**config.mk**
```make
export PLATFORM = sky130hd
export DESIGN_NAME = snow64_bfloat16_vector_slt
export DESIGN_NICKNAME = d
export VERILOG_FILES = /design/src/rtl/snow64_bfloat16_vector_slt_pkg.sv /design/src/rtl/Snow64BFloat16Slt.sv /design/src/rtl/snow64_bfloat16_vector_slt.sv
export SDC_FILE = /design/constraint.sdc
export NUM_CORES = 2
export LEC_CHECK = 0
export CAP_MARGIN = 20
export CORE_AREA = 5 5 304 306
export CTS_CLUSTER_DIAMETER = 50
export CTS_CLUSTER_SIZE = 28
export DETAILED_ROUTE_END_ITERATION = 10
export DIE_AREA = 0 0 309 311
export SYNTH_ARGS = -nofsm -noshare
export SYNTH_HDL_FRONTEND = slang
export SYNTH_HIERARCHICAL = 1
export SYNTH_SLANG_ARGS = --single-unit
```
**constraint.sdc**
```tcl
create_clock -name clk -period 6.85 [get_ports clk]
set_input_delay 1.37 -clock clk [delete_from_list [all_inputs] [get_ports clk]]
set_output_delay 1.37 -clock clk [all_outputs]
set_load 0.05 [all_outputs]
```
**src/rtl/snow64_bfloat16_vector_slt_pkg.sv**
```systemverilog
// Shared types and constants for the 16-lane BFloat16 vector compare stage.
package snow64_bfloat16_vector_slt_pkg;

    localparam int WIDTH__SNOW64_BFLOAT16 = 16;
    localparam int WIDTH__SNOW64_BFLOAT16_VECTOR = 256;
    localparam int NUM_SNOW64_BFLOAT16_LANES = 16;

    typedef enum logic {
        CmpOpSlt = 1'b0,
        CmpOpSgt = 1'b1
    } CmpOp;

    typedef enum logic {
        StIdle = 1'b0,
        StBusy = 1'b1
    } VecCmpState;

    typedef struct packed {
        logic                                     start;
        CmpOp                                     op;
        logic [WIDTH__SNOW64_BFLOAT16_VECTOR-1:0] a;
        logic [WIDTH__SNOW64_BFLOAT16_VECTOR-1:0] b;
    } PortIn_VecCmp;

    typedef struct packed {
        logic                                     can_accept_cmd;
        logic                                     data_valid;
        logic [WIDTH__SNOW64_BFLOAT16_VECTOR-1:0] data;
        logic [NUM_SNOW64_BFLOAT16_LANES-1:0]     mask;
    } PortOut_VecCmp;

    function automatic logic bf16_is_nan(input logic [15:0] x);
        return (x[14:7] == 8'hFF) && (x[6:0] != 7'd0);
    endfunction

endpackage

```
**src/rtl/Snow64BFloat16Slt.sv**
```systemverilog
// Single-cycle scalar BFloat16 a < b comparator using sign-magnitude ordering.
module Snow64BFloat16Slt (
    input  logic [15:0] a_i,
    input  logic [15:0] b_i,
    output logic        lt_o
);

    logic        sign_a;
    logic        sign_b;
    logic [14:0] mag_a;
    logic [14:0] mag_b;

    assign sign_a = a_i[15];
    assign sign_b = b_i[15];
    assign mag_a  = a_i[14:0];
    assign mag_b  = b_i[14:0];

    always_comb begin
        lt_o = 1'b0;
        case ({sign_a, sign_b})
            2'b00: lt_o = mag_a < mag_b;
            2'b01: lt_o = 1'b0;
            // -0 and +0 compare equal, so they are not ordered.
            2'b10: lt_o = (mag_a != 15'd0) || (mag_b != 15'd0);
            2'b11: lt_o = mag_b < mag_a;
            default: lt_o = 1'b0;
        endcase
    end

endmodule

```
**src/rtl/snow64_bfloat16_vector_slt.sv**
```systemverilog
// Multi-cycle 16-lane BFloat16 SLT/SGT stage, LANES_PER_CYCLE lanes per cycle.
// Optional NaN gating: define SNOW64_BFLOAT16_VECTOR_SLT_NAN_CHECK_EN.
module snow64_bfloat16_vector_slt
    import snow64_bfloat16_vector_slt_pkg::*;
#(
    parameter int LANES_PER_CYCLE = 4
) (
    input  logic         clk,
    input  logic         rst,
    input  logic         in_start,
    input  logic         in_op,
    input  logic [255:0] in_a,
    input  logic [255:0] in_b,
    output logic         out_can_accept_cmd,
    output logic         out_data_valid,
    output logic [255:0] out_data,
    output logic [15:0]  out_mask
);

    localparam int L       = LANES_PER_CYCLE;
    localparam int CHUNK_W = L * WIDTH__SNOW64_BFLOAT16;
    localparam logic [3:0] CNT_LAST = 4'(NUM_SNOW64_BFLOAT16_LANES / L - 1);

    if (!(L == 1 || L == 2 || L == 4 || L == 8 || L == 16)) begin : g_bad_lanes
        $error("LANES_PER_CYCLE must be 1, 2, 4, 8 or 16");
    end

    PortIn_VecCmp  port_in;
    PortOut_VecCmp port_out;

    VecCmpState    state_q, state_d;
    logic [3:0]    cnt_q, cnt_d;
    logic [255:0]  a_q, a_d;
    logic [255:0]  b_q, b_d;
    logic [15:0]   acc_q, acc_d;
    logic [15:0]   mask_q, mask_d;
    logic          valid_q, valid_d;

    logic [CHUNK_W-1:0] a_chunk;
    logic [CHUNK_W-1:0] b_chunk;
    logic [L-1:0]       lane_lt;
    logic [L-1:0]       lane_res;

    always_comb begin
        port_in.start = in_start;
        port_in.op    = CmpOp'(in_op);
        port_in.a     = in_a;
        port_in.b     = in_b;
    end

    assign a_chunk = a_q[cnt_q*CHUNK_W +: CHUNK_W];
    assign b_chunk = b_q[cnt_q*CHUNK_W +: CHUNK_W];

    for (genvar li = 0; li < L; li++) begin : g_lane
        logic [15:0] lane_a;
        logic [15:0] lane_b;

        assign lane_a = a_chunk[li*16 +: 16];
        assign lane_b = b_chunk[li*16 +: 16];

        Snow64BFloat16Slt u_slt (
            .a_i  (lane_a),
            .b_i  (lane_b),
            .lt_o (lane_lt[li])
        );

`ifdef SNOW64_BFLOAT16_VECTOR_SLT_NAN_CHECK_EN
        // Any NaN operand makes the lane unordered, hence false.
        assign lane_res[li] = lane_lt[li] & ~(bf16_is_nan(lane_a) | bf16_is_nan(lane_b));
`else
        assign lane_res[li] = lane_lt[li];
`endif
    end

    always_ff @(posedge clk) begin
        if (rst) begin
            state_q <= StIdle;
            cnt_q   <= '0;
            a_q     <= '0;
            b_q     <= '0;
            acc_q   <= '0;
            mask_q  <= '0;
            valid_q <= 1'b0;
        end else begin
            state_q <= state_d;
            cnt_q   <= cnt_d;
            a_q     <= a_d;
            b_q     <= b_d;
            acc_q   <= acc_d;
            mask_q  <= mask_d;
            valid_q <= valid_d;
        end
    end

    always_comb begin
        state_d = state_q;
        cnt_d   = cnt_q;
        a_d     = a_q;
        b_d     = b_q;
        acc_d   = acc_q;
        mask_d  = mask_q;
        valid_d = 1'b0;
        case (state_q)
            StIdle: begin
                if (port_in.start) begin
                    // SGT is evaluated as b < a by swapping at capture time.
                    if (port_in.op == CmpOpSgt) begin
                        a_d = port_in.b;
                        b_d = port_in.a;
                    end else begin
                        a_d = port_in.a;
                        b_d = port_in.b;
                    end
                    acc_d   = '0;
                    cnt_d   = '0;
                    state_d = StBusy;
                end
            end
            StBusy: begin
                acc_d[cnt_q*L +: L] = lane_res;
                if (cnt_q == CNT_LAST) begin
                    mask_d  = acc_d;
                    valid_d = 1'b1;
                    cnt_d   = '0;
                    state_d = StIdle;
                end else begin
                    cnt_d = cnt_q + 4'd1;
                end
            end
            default: state_d = StIdle;
        endcase
    end

    always_comb begin
        port_out.can_accept_cmd = (state_q == StIdle);
        port_out.data_valid     = valid_q;
        port_out.mask           = mask_q;
        port_out.data           = '0;
        for (int i = 0; i < NUM_SNOW64_BFLOAT16_LANES; i++) begin
            port_out.data[i*16] = mask_q[i];
        end
    end

    assign out_can_accept_cmd = port_out.can_accept_cmd;
    assign out_data_valid     = port_out.data_valid;
    assign out_data           = port_out.data;
    assign out_mask           = port_out.mask;

endmodule

```
* Yosys cells after proc, flatten, opt, wreduce, memory -nomap -nowiden
Index checks and enable logic that the tools add are counted.
** Word-level totals
- Bits in registers :: 550
- Input bits :: 516
- Word-level logic and storage cells :: 71
** Cells by class
- Add/subtract/negate cells :: 2
- Magnitude comparators :: 8
- Equality and inequality tests :: 14
- Shift-type cells :: 4
- Mux-type cells :: 16
- Bitwise gates (word level) :: 1
- Reduce and logical (&&, ||, !) cells :: 19
** Operator list (count)
- $mux 256 :: 2
- $shiftx 256x11->64 :: 2
- $lt 15x15->1 :: 8
- $reduce_bool 15->1 :: 8
- $neg 6->34 :: 1
- $shift 4x34->16 const A :: 1
- $shiftx 4x34->16 :: 1
- $pmux 16 s2 :: 1
- $bwmux 16 :: 1
- $eq 2x2->1 const B :: 8
- $mux 16 :: 1
- $pmux 1 s4 :: 4
- $eq 2x1->1 const B :: 4
- $logic_not 2->1 :: 4
- $mux 4 :: 2
- $pmux 4 s2 :: 1
- $add 4x1->4 const B :: 1
- $eq 4x2->1 const B :: 1
- $logic_or 1x1->1 :: 4
- $reduce_and 2->1 :: 2
- $mux 1 :: 3
- $ne 2x2->1 const B :: 1
- $pmux 1 s2 :: 1
- $reduce_or 2->1 :: 1
- $not 1->1 :: 1

* Longest topological paths before layout
- Depth in word-level cells :: 7
- Gate-level depth with buffers :: 15

* By module
The synthesis kept the hierarchy.
** By module, submodules not included
- snow64_bfloat16_vector_slt :: instances 1, cells each 3017, area each 29609.6 um2, seq. area each 11010.6 um2
- Snow64BFloat16Slt :: instances 4, cells each 67, area each 485.5 um2, seq. area each 0.0 um2

* Worst setup path after synthesis
Ideal clock, no wire load.
- Path kind :: flip-flop to flip-flop
- Start point :: reg cnt_q[0]
- End point :: reg acc_q[10]
- Arrival time :: 3.304 ns
- Required time :: 6.771 ns
- Slack :: 3.467 ns
- Cell stages (with the launch flop) :: 15
- Path buffers :: 3
- Path through :: dfxtp_1 buf_6 buf_2 buf_2 mux4_2 and2_1 ha_1 a21oi_2 o21ai_1 a221oi_2 nand2_1 a211oi_2 nand2_1 or3_1 o211ai_1
** On the way
- Word-level cells in the longest chain between the ends :: 7
- Elaborated cells on any way between the ends :: 47
- Classes of those cells :: add/sub (1); order compare (8); eq/ne (12); shift (4); mux (6); reduce/logical (16)
** Ends and longest elaborated chain
- from (decl) :: RTL line snow64_bfloat16_vector_slt.sv:32 : logic [3:0] cnt_q, cnt_d;
- from (signal assigned) :: RTL line snow64_bfloat16_vector_slt.sv:86 : cnt_q <= cnt_d;
- $shiftx 256x11->64 * :: RTL line snow64_bfloat16_vector_slt.sv:52 : assign b_chunk = b_q[cnt_q*CHUNK_W +: CHUNK_W];
- named net b_chunk[42] :: RTL line snow64_bfloat16_vector_slt.sv:40 : logic [CHUNK_W-1:0] b_chunk;
- branches (longest 2 deep; another with $lt 15x15->1)
- $pmux 1 s4 * :: RTL line Snow64BFloat16Slt.sv:20 : case ({sign_a, sign_b})
- named net lane_lt[2] :: RTL line snow64_bfloat16_vector_slt.sv:41 : logic [L-1:0] lane_lt;
- $shiftx 4x34->16 * :: RTL line snow64_bfloat16_vector_slt.sv:120 : acc_d[cnt_q*L +: L] = lane_res;
- $bwmux 16 * :: RTL line snow64_bfloat16_vector_slt.sv:120
- $pmux 16 s2 * :: RTL line snow64_bfloat16_vector_slt.sv:103 : case (state_q)
- to (signal assigned) :: RTL line snow64_bfloat16_vector_slt.sv:81 : acc_q <= '0;
- to (signal assigned) :: RTL line snow64_bfloat16_vector_slt.sv:89 : acc_q <= acc_d;
- to (decl) :: RTL line snow64_bfloat16_vector_slt.sv:35 : logic [15:0] acc_q, acc_d;
Mark *: on every way through the listed nets, which the timed path passes.
A chain may end at the register's enable or synchronous reset.

* Worst setup path after layout
- Start point :: reg cnt_q[1]
- End point :: reg mask_q[3], in the netlist out_mask[3]
** On the way
- Word-level cells in the longest chain between the ends :: 6
- Elaborated cells on any way between the ends :: 48
- Classes of those cells :: add/sub (1); order compare (8); eq/ne (13); shift (4); mux (5); reduce/logical (17)
** Ends and longest elaborated chain
- $shiftx 256x11->64 * :: RTL line snow64_bfloat16_vector_slt.sv:51 : assign a_chunk = a_q[cnt_q*CHUNK_W +: CHUNK_W];
- named net a_chunk[62] :: RTL line snow64_bfloat16_vector_slt.sv:39 : logic [CHUNK_W-1:0] a_chunk;
- branches (longest 2 deep; another with $lt 15x15->1)
- $pmux 1 s4 * :: RTL line Snow64BFloat16Slt.sv:20
- named net lane_lt[3] :: RTL line snow64_bfloat16_vector_slt.sv:41
- $shiftx 4x34->16 * :: RTL line snow64_bfloat16_vector_slt.sv:120
- $bwmux 16 * :: RTL line snow64_bfloat16_vector_slt.sv:120
- to (signal assigned) :: RTL line snow64_bfloat16_vector_slt.sv:90 : mask_q <= mask_d;
- to (decl) :: RTL line snow64_bfloat16_vector_slt.sv:36 : logic [15:0] mask_q, mask_d;
Marked as above.

==> out/results.ini <==
[run_status]
status=finished, final reports clean

[route]
wl_met3_um=6287
wl_met1_um=42790
drc_markers=0
drt-initial-drc-count=1238
vias=24850
routed-wl-met2_um=47180
route.final.wire_length_um=98570
firstDrtPassIters=5
drt-vias-per-instance=5.070
route.detailed.wl_per_inst_um=20.11
top_layer=met5
route.antenna.remaining_nets=0

[timing]
setup-tns-final_ps=0
fin_crit_ps=4062
max_slew.worst_pin.slew_ps=973.4
max-slew-margin-rel=0.3511
timing_max_transition_violations_final=0
grt_setup_unrepaired=no
final_hold_viol_count=0
finalCritPeriodShare=0.5929
timing.final.setup_violations=0
clock_skew_ps=24.90
maxClockFrequency_ghz=0.2462

[critical_path]
cp_data_required_time_ps=7390
critical_path.cell_chain=buf_4 > mux4_2 > and2_1 > inv_1 > ha_1 > and4_1 > a221oi_2 > nand2_1 > a211oi_2 > nor3b_1 > mux2i_1 > o21ai_1
cp-start-kind=flop
timing.critical_path.slowest_stage_cell=sky130_fd_sc_hd__buf_4
r2r_setup_slack_ps=2790
worst-setup-path-type=flop to flop
critical_path.max_stage_delay_ps=670
critPathCaptureType=flop
crit_fanout=50
cp_data_arrival_time_ps=4610

[finish]
final_layout_size_suffix_gt1_frac=0.09074
flow.area_growth_from_synthesis_pct=25.40
finish.net_count=4227

[global_routing]
first_global_vias=23830
wire_length_of_the_first_global_routing_pass_um=145800
antenna_found_initial=29
global_route.usage.total=0.1940
pin_count_of_the_biggest_net_entering_global_routing=137
grt_remaining_overflow=0

[pwr]
power-per-cell-area_nw_per_um2=253.5
leakage_nw=15.69
vdd.ir_drop.worst_mv=0.1685
total_power_mw=10.03

[placement]
detailed_placement_wirelength_estimate_um=74800
io_buffers=549
gp_routability_congestion=0.8470

[logic_synthesis]
synth_compound_gate_area_share=0.1464
main_combinational_cell_family_by_area_after_synthesis=multiplexers
yosys.cell_types.count=51
yosys_warnings=6
post_synth_and_or_nand_nor_area_fraction=0.1160
number_of_enable_type_register_cells_in_the_synthesized_netlist=0
total_of_flip_flops_plus_latches_after_synthesis=550
mux_share_of_post_synthesis_cell_area=0.2551
synth_top_flop_cell=sky130_fd_sc_hd__dfxtp_1
yosys.area_share.adder=0.02498
postSynthCellCount=3285
synth.cell_area_um2=31550
synth-xor-area-share=0.0002776
yosysSeqAreaShare=0.3490
ys_async_rst_share=0
postSynthAreaPerCell_um2=9.605

[floorplanning]
rows=110
core_box_area_um2=89320
die_height_um=311
chipWidth_um=309
start_util=0.3532
die-area_um2=96100
ios=790

[clock_tree]
cts_max_path_buffers=3
cts.sinks=550
cts_hold_buffers=0
clkLatencyLatePin_ps=630
cts_setup_buffers=0
clkTransAtPathRegs_ps=50
post_cts.resized_instances=0
cts_root_buf=sky130_fd_sc_hd__clkbuf_16
tritoncts.num_buffers=79
tritoncts=built
htreeDepth=3

[min_path]
holdCritPathClass=flop to flop

[run]
cap_viol_max_count=0

[routing by layer]
layer	track usage	up-vias
met5	0	-
met4	0.05593	24
met2	0.3261	670
met1	0.2493	11670
li1	-	12360
met3	0.04526	128
[worst max-delay path: cells and delay by family, from the launching register on]
family	cells	cell delay, ps
AOI/OAI and AO/OA	3	950
adders and majority gates	1	260
buffers and inverters	2	730
DFF	1	540
muxes	2	540
and+or+nand+nor	4	870
[state kept, by name, summed over array words and instances, names as in the netlist]
name / cells
out_mask: 16
state_q: 1
cnt_q: 4
acc_q: 16
out_data_valid: 1
a_q: 256
b_q: 256
[through the flow]
step | hold slack [ps] | worst slack [ps] | std cells | cell area [um2] | util
after floorplan | 432.0 | 3467 | 3524 | 32450 | -
after global placement | 446.9 | 2682 | 4743 | 36700 | 0.4108
after detailed placement | 448.5 | 2635 | 4743 | 36700 | 0.4108
after CTS | 464.4 | 2611 | 4890 | 39540 | 0.4426
after global routing | 482.7 | 2372 | 4894 | 39550 | 0.4427
final | 464.5 | 2788 | 4902 | 39570 | 0.4430
[layout make-up]
type | count | area [um2]
well taps | 1176 | 1471
clock inverters | 60 | 752.0
multi-input cells | 2371 | 18040
diodes | 12 | 30.03
fillers | 8682 | 49760
flip-flops and latches | 550 | 11020
inverters | 65 | 244.0
repair buffers | 581 | 5921
clock buffers | 87 | 2090
[worst paths after layout]
kind             from     endpoint  depth (start not counted)
max reg2reg  cnt_q[1]  out_mask[3]                         12
min          acc_q[0]     acc_q[0]                          1
min reg2reg  acc_q[0]     acc_q[0]                          1
max          cnt_q[1]  out_mask[3]                         12
[layout by cell type, fill, tap and decap left out, types with 5 or more instances in the layout]
master	n
sky130_fd_sc_hd__mux4_2	128
sky130_fd_sc_hd__buf_12	14
sky130_fd_sc_hd__buf_4	18
sky130_fd_sc_hd__inv_8	11
sky130_fd_sc_hd__conb_1	240
sky130_fd_sc_hd__a211oi_2	8
sky130_fd_sc_hd__bufinv_16	6
sky130_fd_sc_hd__a21oi_1	19
sky130_fd_sc_hd__nor3_1	7
sky130_fd_sc_hd__clkinv_8	7
sky130_fd_sc_hd__nand3_1	22
sky130_fd_sc_hd__a2bb2o_1	5
sky130_fd_sc_hd__o211ai_1	20
sky130_fd_sc_hd__clkinv_4	11
sky130_fd_sc_hd__dfxtp_1	548
sky130_fd_sc_hd__ha_1	63
sky130_fd_sc_hd__clkbuf_16	81
sky130_fd_sc_hd__inv_1	64
sky130_fd_sc_hd__nand4_1	21
sky130_fd_sc_hd__diode_2	12
sky130_fd_sc_hd__nand3b_1	5
sky130_fd_sc_hd__o21ai_0	5
sky130_fd_sc_hd__clkinv_2	6
sky130_fd_sc_hd__o21a_1	6
sky130_fd_sc_hd__nand2_1	42
sky130_fd_sc_hd__mux2i_1	516
sky130_fd_sc_hd__o21ai_1	12
sky130_fd_sc_hd__nor4_1	32
sky130_fd_sc_hd__and2_1	129
sky130_fd_sc_hd__inv_6	11
sky130_fd_sc_hd__clkdlybuf4s50_1	547
sky130_fd_sc_hd__nor2_1	527
sky130_fd_sc_hd__a211oi_1	512
sky130_fd_sc_hd__or3_1	5
[cells in the mapped netlist (2+ instances only)]
master	number	area share
sky130_fd_sc_hd__a211oi_1	512	0.12
sky130_fd_sc_hd__a211oi_2	8	0.0032
sky130_fd_sc_hd__a21oi_1	19	0.0030
sky130_fd_sc_hd__a21oi_2	4	0.0011
sky130_fd_sc_hd__a221oi_2	4	0.0019
sky130_fd_sc_hd__a2bb2o_1	5	0.0016
sky130_fd_sc_hd__a31oi_1	3	0.00059
sky130_fd_sc_hd__a32o_1	4	0.0013
sky130_fd_sc_hd__and2_1	129	0.026
sky130_fd_sc_hd__and3_1	4	0.00079
sky130_fd_sc_hd__and4_1	4	0.0011
sky130_fd_sc_hd__buf_1	18	0.0021
sky130_fd_sc_hd__buf_2	120	0.019
sky130_fd_sc_hd__buf_4	257	0.061
sky130_fd_sc_hd__clkbuf_1	140	0.017
sky130_fd_sc_hd__dfxtp_1	550	0.35
sky130_fd_sc_hd__ha_1	63	0.025
sky130_fd_sc_hd__inv_1	64	0.0076
sky130_fd_sc_hd__mux2i_1	516	0.16
sky130_fd_sc_hd__mux4_2	128	0.091
sky130_fd_sc_hd__nand2_1	42	0.0050
sky130_fd_sc_hd__nand3_1	22	0.0035
sky130_fd_sc_hd__nand3b_1	5	0.0012
sky130_fd_sc_hd__nand4_1	21	0.0042
sky130_fd_sc_hd__nor2_1	528	0.063
sky130_fd_sc_hd__nor2b_1	3	0.00059
sky130_fd_sc_hd__nor3_1	7	0.0011
sky130_fd_sc_hd__nor3b_1	2	0.00048
sky130_fd_sc_hd__nor4_1	32	0.0063
sky130_fd_sc_hd__o211ai_1	20	0.0048
sky130_fd_sc_hd__o21a_1	6	0.0014
sky130_fd_sc_hd__o21ai_0	5	0.00079
sky130_fd_sc_hd__o21ai_1	12	0.0019
sky130_fd_sc_hd__o2bb2ai_1	3	0.00083
sky130_fd_sc_hd__o31ai_2	4	0.0016
sky130_fd_sc_hd__or2_2	2	0.00040
sky130_fd_sc_hd__or3_1	5	0.00099
[report_power, final]
group	switching, mW	internal (mW)	total [mW]	leakage, nW
Combinational	1.20	0.913	2.11	9.75
Clock	1.76	2.54	4.31	1.39
Sequential	0.159	3.45	3.61	4.55
Total	3.12	6.91	10.0	15.7
[cell families (layout without fill, tap and decap cells)]
group | Yosys count | after routing
simple gates | 812 | 812
mux | 644 | 644
compound gates | 611 | 611
buf+inv | 603 | 793
flops | 550 | 550
fa+ha+maj | 63 | 63
other cells | 1 | 252
xor+xnor | 1 | 1
Power figures use the tool's default switching activity.
